[src/rtl/ex_muldiv.sv]
// ex_muldiv: RV32M multiply/divide unit in EX; shift-add multiply, restoring divide, one bit per cycle.
// Latency: done at T+WIDTH+1 after accept, T+1 for divide-by-zero/overflow, T+2 for multiplies with MULDIV_FAST_MUL_EN.
// Backpressure: stall holds ID/EX and upstream while accepting or iterating; released in DONE so the result advances.
module ex_muldiv #(
    parameter int WIDTH = 32
) (
    input  logic             clk,
    input  logic             rst,
    input  logic             start,
    input  logic [2:0]       funct3,
    input  logic [WIDTH-1:0] rs1_val,
    input  logic [WIDTH-1:0] rs2_val,
    input  logic             flush,
    output logic             stall,
    output logic             busy,
    output logic             done,
    output logic [WIDTH-1:0] result
);

    localparam int CW = $clog2(WIDTH);
    localparam logic [WIDTH-1:0] MIN_NEG = {1'b1, {(WIDTH-1){1'b0}}};

    typedef enum logic [1:0] {IDLE, BUSY, DONE} state_t;

    state_t             state, state_nx;
    logic [2:0]         op;
    logic               neg_a, neg_b;
    logic [WIDTH-1:0]   opnd;
    logic [2*WIDTH-1:0] acc;
    logic [CW-1:0]      cnt;

    // accept-side decode
    logic               sgn_a_in, sgn_b_in, neg_a_in, neg_b_in;
    logic [WIDTH-1:0]   mag_a_in, mag_b_in;
    logic               div_zero, div_ovf, special, accept;
    logic [WIDTH-1:0]   special_res;

    // iteration datapath
    logic               is_mul, last;
    logic [2*WIDTH-1:0] mul_nx, div_nx, acc_nx, prod;
    logic [WIDTH:0]     r_sh, diff;
    logic [WIDTH-1:0]   quo, rem, res_nx;
`ifdef MULDIV_FAST_MUL_EN
    logic                 op_sa, op_sb;
    logic signed [2*WIDTH+1:0] fast_prod;
`else
    logic [WIDTH:0]     mul_sum;
`endif

    // Operand signedness, magnitudes and the two divide corner cases, decoded straight off the inputs
    always_comb begin
        sgn_a_in    = (funct3 == 3'b001) || (funct3 == 3'b010) || (funct3 == 3'b100) || (funct3 == 3'b110);
        sgn_b_in    = (funct3 == 3'b001) || (funct3 == 3'b100) || (funct3 == 3'b110);
        neg_a_in    = sgn_a_in && rs1_val[WIDTH-1];
        neg_b_in    = sgn_b_in && rs2_val[WIDTH-1];
        mag_a_in    = neg_a_in ? -rs1_val : rs1_val;
        mag_b_in    = neg_b_in ? -rs2_val : rs2_val;
        div_zero    = (rs2_val == '0);
        div_ovf     = !funct3[0] && (rs1_val == MIN_NEG) && (rs2_val == '1);
        special     = funct3[2] && (div_zero || div_ovf);
        special_res = funct3[1] ? (div_zero ? rs1_val : '0) : (div_zero ? '1 : MIN_NEG);
        accept      = (state == IDLE) && start && !flush;
    end

    // One multiply or divide step on the accumulator, plus sign fixup of the final value
    always_comb begin
        is_mul = !op[2];
`ifdef MULDIV_FAST_MUL_EN
        // accumulator holds the raw operands; product is formed in one cycle with no fixup
        op_sa     = (op == 3'b001) || (op == 3'b010);
        op_sb     = (op == 3'b001);
        fast_prod = $signed({op_sa && acc[2*WIDTH-1], acc[2*WIDTH-1:WIDTH]})
                  * $signed({op_sb && acc[WIDTH-1], acc[WIDTH-1:0]});
        mul_nx    = fast_prod[2*WIDTH-1:0];
        last      = is_mul || (cnt == CW'(WIDTH-1));
`else
        // {partial product, remaining multiplier}: add multiplicand on LSB, shift right
        mul_sum = {1'b0, acc[2*WIDTH-1:WIDTH]} + (acc[0] ? {1'b0, opnd} : '0);
        mul_nx  = {mul_sum, acc[WIDTH-1:1]};
        last    = (cnt == CW'(WIDTH-1));
`endif
        // {remainder, dividend/quotient}: shift in next dividend bit, subtract divisor if it fits
        r_sh   = {acc[2*WIDTH-1:WIDTH], acc[WIDTH-1]};
        diff   = r_sh - {1'b0, opnd};
        div_nx = diff[WIDTH] ? {r_sh[WIDTH-1:0], acc[WIDTH-2:0], 1'b0}
                             : {diff[WIDTH-1:0], acc[WIDTH-2:0], 1'b1};
        acc_nx = is_mul ? mul_nx : div_nx;

        prod = (neg_a ^ neg_b) ? -acc_nx : acc_nx;
        quo  = acc_nx[WIDTH-1:0];
        rem  = acc_nx[2*WIDTH-1:WIDTH];
        if (is_mul)
            res_nx = (op[1:0] == 2'b00) ? prod[WIDTH-1:0] : prod[2*WIDTH-1:WIDTH];
        else if (op[1])
            res_nx = neg_a ? -rem : rem;
        else
            res_nx = (neg_a ^ neg_b) ? -quo : quo;
    end

    // State register
    always_ff @(posedge clk) begin
        if (rst) state <= IDLE;
        else     state <= state_nx;
    end

    // Next-state logic and status outputs
    always_comb begin
        state_nx = state;
        case (state)
            IDLE:    if (accept) state_nx = special ? DONE : BUSY;
            BUSY:    if (flush) state_nx = IDLE;
                     else if (last) state_nx = DONE;
            DONE:    state_nx = IDLE;
            default: state_nx = IDLE;
        endcase
        stall = !rst && (accept || (state == BUSY));
        busy  = (state == BUSY);
        done  = (state == DONE);
    end

    // Operand capture at accept, iteration while busy, result load on entry to DONE
    always_ff @(posedge clk) begin
        if (rst) begin
            op     <= '0;
            neg_a  <= 1'b0;
            neg_b  <= 1'b0;
            opnd   <= '0;
            acc    <= '0;
            cnt    <= '0;
            result <= '0;
        end else if (accept) begin
            op  <= funct3;
            cnt <= '0;
`ifdef MULDIV_FAST_MUL_EN
            if (!funct3[2]) begin
                neg_a <= 1'b0;
                neg_b <= 1'b0;
                opnd  <= '0;
                acc   <= {rs1_val, rs2_val};
            end else begin
                neg_a <= neg_a_in;
                neg_b <= neg_b_in;
                opnd  <= mag_b_in;
                acc   <= {{WIDTH{1'b0}}, mag_a_in};
            end
`else
            neg_a <= neg_a_in;
            neg_b <= neg_b_in;
            opnd  <= funct3[2] ? mag_b_in : mag_a_in;
            acc   <= {{WIDTH{1'b0}}, funct3[2] ? mag_a_in : mag_b_in};
`endif
            if (special) result <= special_res;
        end else if ((state == BUSY) && !flush) begin
            acc <= acc_nx;
            cnt <= cnt + 1'b1;
            if (last) result <= res_nx;
        end
    end

endmodule

[config.mk]
export PLATFORM = sky130hd
export DESIGN_NAME = ex_muldiv
export DESIGN_NICKNAME = d
export VERILOG_FILES = /design/src/rtl/ex_muldiv.sv
export SDC_FILE = /design/constraint.sdc
export NUM_CORES = 1
export LEC_CHECK = 0
export ABC_AREA = 1
export ABC_CLOCK_PERIOD_IN_PS = 11100
export BUFFER_PORTS_ARGS = -buffer_cell sky130_fd_sc_hd__buf_2
export CELL_PAD_IN_SITES_DETAIL_PLACEMENT = 2
export CELL_PAD_IN_SITES_GLOBAL_PLACEMENT = 2
export CORE_ASPECT_RATIO = 1.25
export CORE_UTILIZATION = 35
export DETAILED_ROUTE_END_ITERATION = 8
export HOLD_SLACK_MARGIN = 0.03
export PLACE_DENSITY = 0.89
export SLEW_MARGIN = 20
export SYNTH_ARGS = -nofsm -noshare
export SYNTH_HDL_FRONTEND = slang
export SYNTH_SLANG_ARGS = --single-unit
[constraint.sdc]
create_clock -name clk -period 11.1 [get_ports clk]
set_clock_uncertainty 0.2 [all_clocks]
set_input_delay 2.22 -clock clk [delete_from_list [all_inputs] [get_ports clk]]
set_output_delay 2.22 -clock clk [all_outputs]
set_load 0.01 [all_outputs]
==> impl_results.md <==
* Status: finished, final reports clean
* Worst setup margin at 4.996 ns
* Arr. time, crit path at 6.27 ns
* GRT overflow at 0
* R2r endpoint: result[18]
* Worst skew pair latency at 0.49 ns
* Reg2Reg Depth at 27
* Net count after synthesis at 3,389
* Share of cells above drive strength 1 at 8.374%
* Die extent in x at 203.8 microns
* Minimum clock period at 6.104 ns
* Min-delay worst type: reg2reg
* Std cell rows at 92
* Yosys warning count at 0
* GPL Wtd Cong at 1.038
* Initial DRC count at 1,686
* Drt pass-1 iters at 5
* Total clock sinks at 140
* Vias in the first global route at 25,220
* Most frequent cell after synthesis: nand2_1
* Number of synthesized flops with an enable pin at 0
* Tot GR Track Use at 41.56%
* Number of remaining DRC errors at 0
* Worst slack at placement at 4.661 ns
* # resized after CTS at 0
* Top FF cell, synth: dfxtp_1
* Hold_buf cts at 0
* Crit. Startpoint: acc[31]
* Area grow syn2layout at 8.936%
* CP max FO at 34
* Core area at 50,300 sq um
* Sum of negative setup slack at 0 ns
* Cell area power density at 122.5 nW/um^2
* Highest clock rate at 163.8 MHz
* R2R Path Start: acc[31]
* Synth Cell Area at 17,810 sq um
* Vias at 23,330
* Starting Density at 35.40%
* Antenna fix cells at 0
* Worst setup path end: result[18]
* Commonest cells in the netlist: 936 x nand2_1, 485 x inv_1, 317 x nor2_1, 246 x nand3_1, 238 x a21oi_1
* H-Tree Depth at 4
* Required @ worst endpoint at 11.26 ns
* CTS max path bufs at 2
* Routed Antenna Nets at 0
* Final hold vios at 0
* First-pass GRT wire length at 158.9 mm
* Crit end category: flop
* Avg Cell Area, Syn at 5.488 sq um
* Synth Register Bits at 140
* Cell count after synthesis at 3,245
* Startpoint types: flop
* Crit Path Category: reg2reg
* Die Ht at 254.2 microns
* Slew HR at 17.41%
* RSZ-0062 raised after global routing: false
* Yosys top cell by area: nand2_1
* Die footprint at 51,800 sq um
* Hpwl dp at 86.64 mm
* Antenna violations before repair at 5
* Sequential-to-total area share from yosys stat at 15.74%
* CTS tree: yes
* Routed WL at 108.1 mm
* IO buf count at 105
* Worst vdd ir at 0.1356 mV
* Max-slew violation count at 0
* Root Buffer Master: clkbuf_16
* Largest net degree at the start of global routing at 76
* Clock slew at reported path FFs at 0.07 ns
* Num CTS Buffers at 17
* Fin crit share at 54.99%
* Synth async-reset ratio at 0%
* Nets at 3,415
* Top Ports at 106
* Final setup violation count at 0
* Post-synth top area share at 19.73%
* Wire per inst at 27.43 microns
* Count of cell types in the netlist at 61
* Via/cell ratio at 5.918
* Area contributors post-synth: nand2_1 20%, dfxtp_1 16%, inv_1 10%
* Max-Cap Viols at 0
* Worst Tran Pin Value at 1.226 ns
* Post-CTS Setup Bufs at 0
* Reg-to-reg setup timing slack at 5.00 ns
* Leakage power at 10.18 nW
layout by cell type (no fill, tap or decap), types with 6 or more instances in the layout:
master and instances:
o21bai_1 13, clkbuf_16 17, inv_1 483, o21ai_0 198, a21oi_1 238, buf_4 29
nor3_1 45, ha_1 71, xor2_1 91, o221ai_1 8, a31oi_1 7, dfxtp_1 138
nor2_1 313, nand2_2 29, or2_2 16, nor2_2 23, buf_2 105, o22ai_1 8
nor2_4 6, inv_6 9, o21ai_1 25, xnor2_1 20, inv_2 7, nand3_1 245
nor4_1 11, a221oi_1 20, nand2_1 936, nand4_1 32, a22oi_1 16, nand3b_1 16
o211ai_1 45
metrics by stage:
stage	utilization [%]	cell area, sq um	total power [W]	std cells	hold WS (ns)
2_1_floorplan	-	17810	0.001283	3245	0.2289
3_3_place_gp	37.45	18840	0.001674	3910	0.2434
3_5_place_dp	37.45	18840	0.001728	3910	0.2630
4_1_cts	38.57	19400	0.002337	3942	0.2820
5_1_grt	38.57	19400	0.002466	3942	0.3100
6_report	38.57	19400	0.002376	3942	0.2743
how the worst min path moves through the flow:
stage           start  endpoint  depth (start not counted)
2_1_floorplan   op[0]     op[0]                          2
3_3_place_gp    op[0]     op[0]                          2
3_5_place_dp    op[0]     op[0]                          2
4_1_cts        cnt[3]    cnt[3]                          2
5_1_grt        cnt[3]    cnt[3]                          2
6_report       cnt[3]    cnt[3]                          2
worst max-delay path, cell delays in order, from the launching register on:
cell,delay (ns)
dfxtp_1,0.34
inv_1,0.08
ha_1,0.25
fa_1,0.43
inv_1,0.10
nand3_1,0.10
nand2_1,0.24
nand2_1,0.11
nand2_2,0.14
nand2_1,0.08
nand2_2,0.10
nand2_4,0.08
nand3_2,0.11
nand2_4,0.30
a21boi_4,0.31
ha_1,0.24
inv_1,0.09
nor3_2,0.25
nand3_1,0.15
nor3_2,0.30
nand4_1,0.28
nand2_1,0.16
xor2_1,0.74
o21ai_0,0.16
o21ai_1,0.12
nand3_1,0.21
nand2_1,0.18
a21oi_1,0.09
where the power goes:
group	internal [W]	switching (W)	leakage, nW
Sequential	0.000525	0.0000342	1.14
Clock	0.000298	0.000308	0.283
Combinational	0.000300	0.000911	8.75
area by class of cell:
| cell class | count | area [sq um] |
|---|---|---|
| Fill cell | 6594 | 30900 |
| Multi-Input combinational cell | 2485 | 12610 |
| Sequential cell | 140 | 2808 |
| Inverter | 493 | 1851 |
| Tap cell | 658 | 823.3 |
| Timing Repair Buffer | 134 | 743.2 |
| Clock buffer | 17 | 425.4 |
| Clock inverter | 15 | 137.6 |
kinds of logic (layout without fill, tap and decap cells):
logic type	count (synthesis)	count (layout)	synth area share, %
and+or+nand+nor	1693	1693	40.52
AOI/OAI and AO/OA	607	607	19.46
muxes	1	1	0.05621
buffers and inverters	620	659	13.55
DFF	140	140	15.74
adders and majority gates	73	73	5.213
xor gates and xnor gates	111	111	5.459
layer usage:
layer / track usage, % / up-vias / share of wire, %
met3: 7.168 / 423 / 5.3
met1: 42.63 / 11560 / 37
met2: 72.59 / 880 / 48
met5: 0 / - / 0.034
met4: 37.34 / 6 / 9.9
li1: - / 10460 / -
registers in the layout, indices dropped and copies added (netlist names):
register,cells
acc,64
state,2
neg_b,1
result,32
opnd,32
neg_a,1
cnt,5
op,3
(Power assumes the default switching activity.)
